### config.mk
export PLATFORM = sky130hd
export DESIGN_NAME = sram_rw_arbiter
export DESIGN_NICKNAME = d
export VERILOG_FILES = /design/src/rtl/sram_rw_arbiter_pkg.sv /design/src/rtl/sram_rw_grant.sv /design/src/rtl/sram_rw_arbiter.sv
export SDC_FILE = /design/constraint.sdc
export NUM_CORES = 1
export LEC_CHECK = 0
export CORE_AREA = 2 2 137 139
export CTS_BUF_LIST = sky130_fd_sc_hd__clkbuf_8
export DETAILED_ROUTE_END_ITERATION = 10
export DIE_AREA = 0 0 139 141
export PLACE_DENSITY_LB_ADDON = 0.08
export REMOVE_ABC_BUFFERS = 1
export SYNTH_ARGS = -nofsm -noshare
export SYNTH_HDL_FRONTEND = slang
export SYNTH_SLANG_ARGS = --single-unit
### constraint.sdc
create_clock -name clock -period 2.3 [get_ports clock]
set_clock_uncertainty 0.15 [all_clocks]
set_input_delay 0.46 -clock clock [delete_from_list [all_inputs] [get_ports clock]]
set_output_delay 0.46 -clock clock [all_outputs]
set_load 0.05 [all_outputs]
### src/rtl/sram_rw_arbiter_pkg.sv
// Shared types and default geometry for the SRAM read/write arbiter.
// ST_INIT zero-fills the macro after reset. ST_RUN arbitrates the single
// RW port between the write requester and the read requester.
package sram_rw_arbiter_pkg;
    typedef enum logic {
        ST_INIT = 1'b0,
        ST_RUN  = 1'b1
    } arb_state_e;

    localparam int DEF_ADDR_W       = 9;
    localparam int DEF_DATA_W       = 76;
    localparam int DEF_LANES        = 4;
    localparam int DEF_STARVE_LIMIT = 4;
endpackage

### src/rtl/sram_rw_grant.sv
// Arbitration decision for the shared SRAM port, plus the read-starvation counter.
//   clock, reset_n       : clock and asynchronous active-low reset
//   run                  : arbitration enabled (init sweep finished)
//   wr_valid, rd_valid   : request valids
//   wr_grant, rd_grant   : one-hot grants for the current cycle (combinational)
module sram_rw_grant
    import sram_rw_arbiter_pkg::*;
#(
    parameter int STARVE_LIMIT = DEF_STARVE_LIMIT
) (
    input  logic clock,
    input  logic reset_n,
    input  logic run,
    input  logic wr_valid,
    input  logic rd_valid,
    output logic wr_grant,
    output logic rd_grant
);
    localparam int CNT_W = $clog2(STARVE_LIMIT + 1);

    logic [CNT_W-1:0] starve_cnt;
    logic             starve_hit;

    assign starve_hit = (starve_cnt == CNT_W'(STARVE_LIMIT));

    // Writes win ties until a waiting read has watched STARVE_LIMIT writes go by.
    assign wr_grant = run & wr_valid & ~(rd_valid & starve_hit);
    assign rd_grant = run & rd_valid & (~wr_valid | starve_hit);

    // The counter only measures an uninterrupted wait. It clears whenever the
    // read is absent or served. It stays 0 through init because no grants occur.
    always_ff @(posedge clock or negedge reset_n) begin
        if (!reset_n)
            starve_cnt <= '0;
        else if (!rd_valid || rd_grant)
            starve_cnt <= '0;
        else if (wr_grant && !starve_hit)
            starve_cnt <= starve_cnt + CNT_W'(1);
    end
endmodule

### src/rtl/sram_rw_arbiter.sv
// Sole driver of a single-port SRAM macro. After reset it zero-fills the
// array, one word per cycle. It then grants one write or one read per cycle.
// Writes have priority, and a starvation guard protects reads.
//   clock, reset_n                      : clock, asynchronous active-low reset
//   init_done                           : high once the zero-fill sweep completed
//   wr_valid/wr_ready, wr_addr/mask/data: write request channel
//   rd_valid/rd_ready, rd_addr          : read request channel
//   resp_valid, resp_data               : read response, one cycle after grant
//   sram_en/wmode/addr/wmask/wdata      : macro port (wmode 1 = write)
//   sram_rdata                          : macro read data
module sram_rw_arbiter
    import sram_rw_arbiter_pkg::*;
#(
    parameter int ADDR_W       = DEF_ADDR_W,
    parameter int DATA_W       = DEF_DATA_W,
    parameter int LANES        = DEF_LANES,
    parameter int STARVE_LIMIT = DEF_STARVE_LIMIT
) (
    input  logic              clock,
    input  logic              reset_n,
    output logic              init_done,
    input  logic              wr_valid,
    output logic              wr_ready,
    input  logic [ADDR_W-1:0] wr_addr,
    input  logic [LANES-1:0]  wr_mask,
    input  logic [DATA_W-1:0] wr_data,
    input  logic              rd_valid,
    output logic              rd_ready,
    input  logic [ADDR_W-1:0] rd_addr,
    output logic              resp_valid,
    output logic [DATA_W-1:0] resp_data,
    output logic              sram_en,
    output logic              sram_wmode,
    output logic [ADDR_W-1:0] sram_addr,
    output logic [LANES-1:0]  sram_wmask,
    output logic [DATA_W-1:0] sram_wdata,
    input  logic [DATA_W-1:0] sram_rdata
);
    arb_state_e        state, state_nxt;
    logic [ADDR_W-1:0] init_ptr;
    logic              run;
    logic              wr_grant, rd_grant;
    logic              vld_pipe;

    assign run       = (state == ST_RUN);
    assign init_done = run;

    sram_rw_grant #(.STARVE_LIMIT(STARVE_LIMIT)) u_grant (
        .clock    (clock),
        .reset_n  (reset_n),
        .run      (run),
        .wr_valid (wr_valid),
        .rd_valid (rd_valid),
        .wr_grant (wr_grant),
        .rd_grant (rd_grant)
    );

    // State register and init sweep pointer
    always_ff @(posedge clock or negedge reset_n) begin
        if (!reset_n) begin
            state    <= ST_INIT;
            init_ptr <= '0;
        end else begin
            state <= state_nxt;
            if (state == ST_INIT)
                init_ptr <= init_ptr + ADDR_W'(1);
        end
    end

    // Next state: leave INIT on the cycle that writes the last address
    always_comb begin
        state_nxt = state;
        if (state == ST_INIT && init_ptr == {ADDR_W{1'b1}})
            state_nxt = ST_RUN;
    end

    // Port mux. During INIT the enable follows reset_n, so the macro sees no
    // access while reset is held. The first fill write lands on the first
    // edge after release.
    always_comb begin
        sram_en    = 1'b0;
        sram_wmode = 1'b0;
        sram_addr  = '0;
        sram_wmask = '0;
        sram_wdata = '0;
        if (state == ST_INIT) begin
            sram_en    = reset_n;
            sram_wmode = 1'b1;
            sram_wmask = '1;
            sram_addr  = init_ptr;
        end else if (wr_grant) begin
            sram_en    = 1'b1;
            sram_wmode = 1'b1;
            sram_addr  = wr_addr;
            sram_wmask = wr_mask;
            sram_wdata = wr_data;
        end else if (rd_grant) begin
            sram_en   = 1'b1;
            sram_addr = rd_addr;
        end
    end

    assign wr_ready = wr_grant;
    assign rd_ready = rd_grant;

    // Response valid tracks the macro's one-cycle read latency. An async
    // reset drops any response that is still in flight.
    always_ff @(posedge clock or negedge reset_n) begin
        if (!reset_n) vld_pipe <= 1'b0;
        else          vld_pipe <= rd_grant;
    end

    assign resp_valid = vld_pipe;
    assign resp_data  = sram_rdata;
endmodule

==> impl_results.md <==
* DRT Pass-1 Iters at 6
* Gate Count Post-Synth at 246
* GP Congestion at 0.7458
* Die area at around 20000 um^2
* Fin worst setup slack at -124.6 ps
* Outcome: finished, violations left
* Top cell type's share of synthesized area at 0.2943
* Vias per cell at between 3 and 4
* Clock Sinks at 14
* Maxcap violations at 0
* DRC Markers at 0
* Via Count at around 2300
* Wirelength, routed at just under 20000 um
* Reg area at around 350 um^2
* Filler cells at 1922
* Synth unique cells at 30
* IO Pins at 349
* Core area at 18270 um^2
* Pre-CTS setup slack at -475.4 ps
* CP startpoint kind: flop
* WL/cell at 31.79 um
* Syn Area/Cell at 7.985 um^2
* 1st-iter DRT viols at between 60 and 70
* Total congestion overflow at 0
* Failing checks: negative setup slack
* Slew @ Worst Pin at 318.8 ps
* Rows at 50
* Max VDD drop at 0.1750 mV
* Cell Pwr Density at 137.5 nW/um^2
* Seq cells post-synth at 14
* Height of the die at 141 um
* Top cells by area, synth: buf_4, and2_1, dfrtp_1
* Setup-failing EPs final at 54
* Worst Hold Class: reg -> reg
* CTS clock-pin slew for the worst setup and hold paths at 60 ps
* First-pass GRT wire length at 24960 um
* CTS tree: built
* Final Max Slew Viols at 0
* Yosys warning count at 0
* EDFF count, synth at 0
* HPWL after DPL at roughly 17000 um
* Setup crit start: u_grant.starve_cnt[0]
* Root buffer cell: clkbuf_8
* Critical path fanouts, max at 7
* Total Neg Setup Slack at -2291 ps
* Initial antenna violation count at 8
* Clock Latency Late Sink at 250 ps
* Initial Util at 0.1075
* RSZ-0062 raised after global routing: yes
* Leak pwr at 2.044 nW
* Final net count at 566
* Crit path kind: reg -> out
* Commonest non-fill, non-tap cell in the layout: clkdlybuf4s50_1
* Main synth FF type: dfrtp_1
* Clock Tree Buf Depth at 2
* Minimum clock period at 2425 ps
* Register area share after synthesis at 0.1783
* Worst hold start: init_ptr[7]
* Total GRT Usage at 0.1923
* Reg-to-reg critical path startpoint: init_ptr[0]
* Critical Path End Type: output pin
* Area Overhead vs Synth at 156.9%
* Largest net degree at the start of global routing at 34
* Data required time of the worst path at roughly 1700 ps
* H-tree levels at 1
* Most frequent cells in the layout: clkdlybuf4s50_1, buf_12, and2_4
* Count of buffers from port buffering at 196
* Layout cells sized above 1 at 0.4961
* Area of the multi-input gates at 1146 um^2
* Hold_buf cts at 0
* R2R setup slack at 660 ps
* Achievable Freq at between 400 and 500 MHz
* Die Wd at roughly 140 um
* CTS buffer count at 3
* Yosys top cell by area: buf_4
* Vias in the first global route at 2324
* Remaining antenna violation count at 0
* Period utilization at 1.054
* Final hold violation count at 0
* Critical path arrival at 1810 ps
* Rel. slew slack at 0.7870
* Share of flip-flops with an asynchronous set or reset at 1.000
* Cell area after technology mapping at about 2000 um^2
metrics by stage:
stage	std cells	total power, W	utilization	cell area, um^2	hold slack (ps)
2_1_floorplan	159	0.0002585	-	1336	14.41
3_3_place_gp	599	0.0004462	0.2527	4617	343.8
3_5_place_dp	599	0.0004481	0.2527	4617	344.2
4_1_cts	610	0.0007064	0.2675	4886	355.0
5_1_grt	617	0.0007288	0.2758	5037	377.3
6_report	621	0.0006938	0.2763	5047	350.4
final cells by class:
type,count,share of cell area
timing repair buffer,220,0.6304
antenna,4,0.001983
inverter,3,0.002231
multi-input combinational,142,0.2271
sequential,14,0.06941
clock buffer,4,0.01091
tap,234,0.05801
registers in the layout, indices dropped and copies added, names as in the netlist:
signal / cells
resp_valid: 1
init_ptr: 9
init_done: 1
u_grant.starve_cnt: 3
path summary, 6_finish.rpt:
check                      cells after the start            to
setup / recovery                               7  sram_addr[7]
max in group asynchronous                      2   init_ptr[2]
hold reg to reg                                1   init_ptr[7]
setup reg to reg                               5   init_ptr[8]
min in group asynchronous                      2   init_ptr[8]
hold / removal                                 1   init_ptr[7]
critical path, stage by stage (launching register included):
cell     delay (ps)
dfrtp_1         390
inv_2            80
ha_4            170
a31oi_4         100
buf_12          170
buf_16          130
a221o_1         350
buf_12          160
report_power, final:
group | leakage, nW | total (W) | internal, W | switching [W]
clock | 0.0288 | 0.000247 | 0.000152 | 0.0000951
combinational | 1.83 | 0.000201 | 0.000157 | 0.0000441
sequential | 0.181 | 0.000246 | 0.000246 | 0.0000000000000000000276
total | 2.04 | 0.000694 | 0.000555 | 0.000139
cell families (layout without fill, tap and decap cells):
family / after synthesis / after routing / share of synthesized area
AOI/OAI and AO/OA: 21 / 21 / 0.09618
xor gates and xnor gates: 7 / 7 / 0.03121
adders and majority gates: 4 / 4 / 0.02548
buffers and inverters: 90 / 227 / 0.3255
DFF: 14 / 14 / 0.1783
muxes: 2 / 2 / 0.01146
other: 0 / 4 / 0
and+or+nand+nor: 108 / 108 / 0.3319
per-layer routing:
metal  vias to the layer above  part of all wire  global-route usage  wire, um
li1                        992                 -                   -         -
met1                      1016              0.41              0.2276      8031
met2                       297              0.32              0.2123      6393
met3                        16              0.25              0.2368      5022
met4                        12            0.0041             0.01595        80
met5                         -             0.011             0.07268       217
cells in the mapped netlist, types with 3 or more instances:
| cell type | instances |
|---|---|
| dfrtp_1 | 14 |
| nor2_1 | 6 |
| buf_4 | 77 |
| buf_2 | 3 |
| nand2_1 | 6 |
| a221o_1 | 9 |
| clkbuf_2 | 7 |
| a21o_1 | 4 |
| inv_1 | 3 |
| and2_1 | 76 |
| ha_1 | 4 |
| nor2b_1 | 9 |
| xnor2_1 | 5 |
what timing repair did:
| action | in CTS | in global routing |
|---|---|---|
| endpoints found under the setup margin | 92 | 91 |
| setup buffers | 6 | 5 |
| gates cloned | 1 | 3 |
| gates resized for setup | 48 | 25 |
| hold endpoints to repair | 0 | 0 |
| pin swaps | 27 | 20 |
Power figures use the tool's default switching activity.
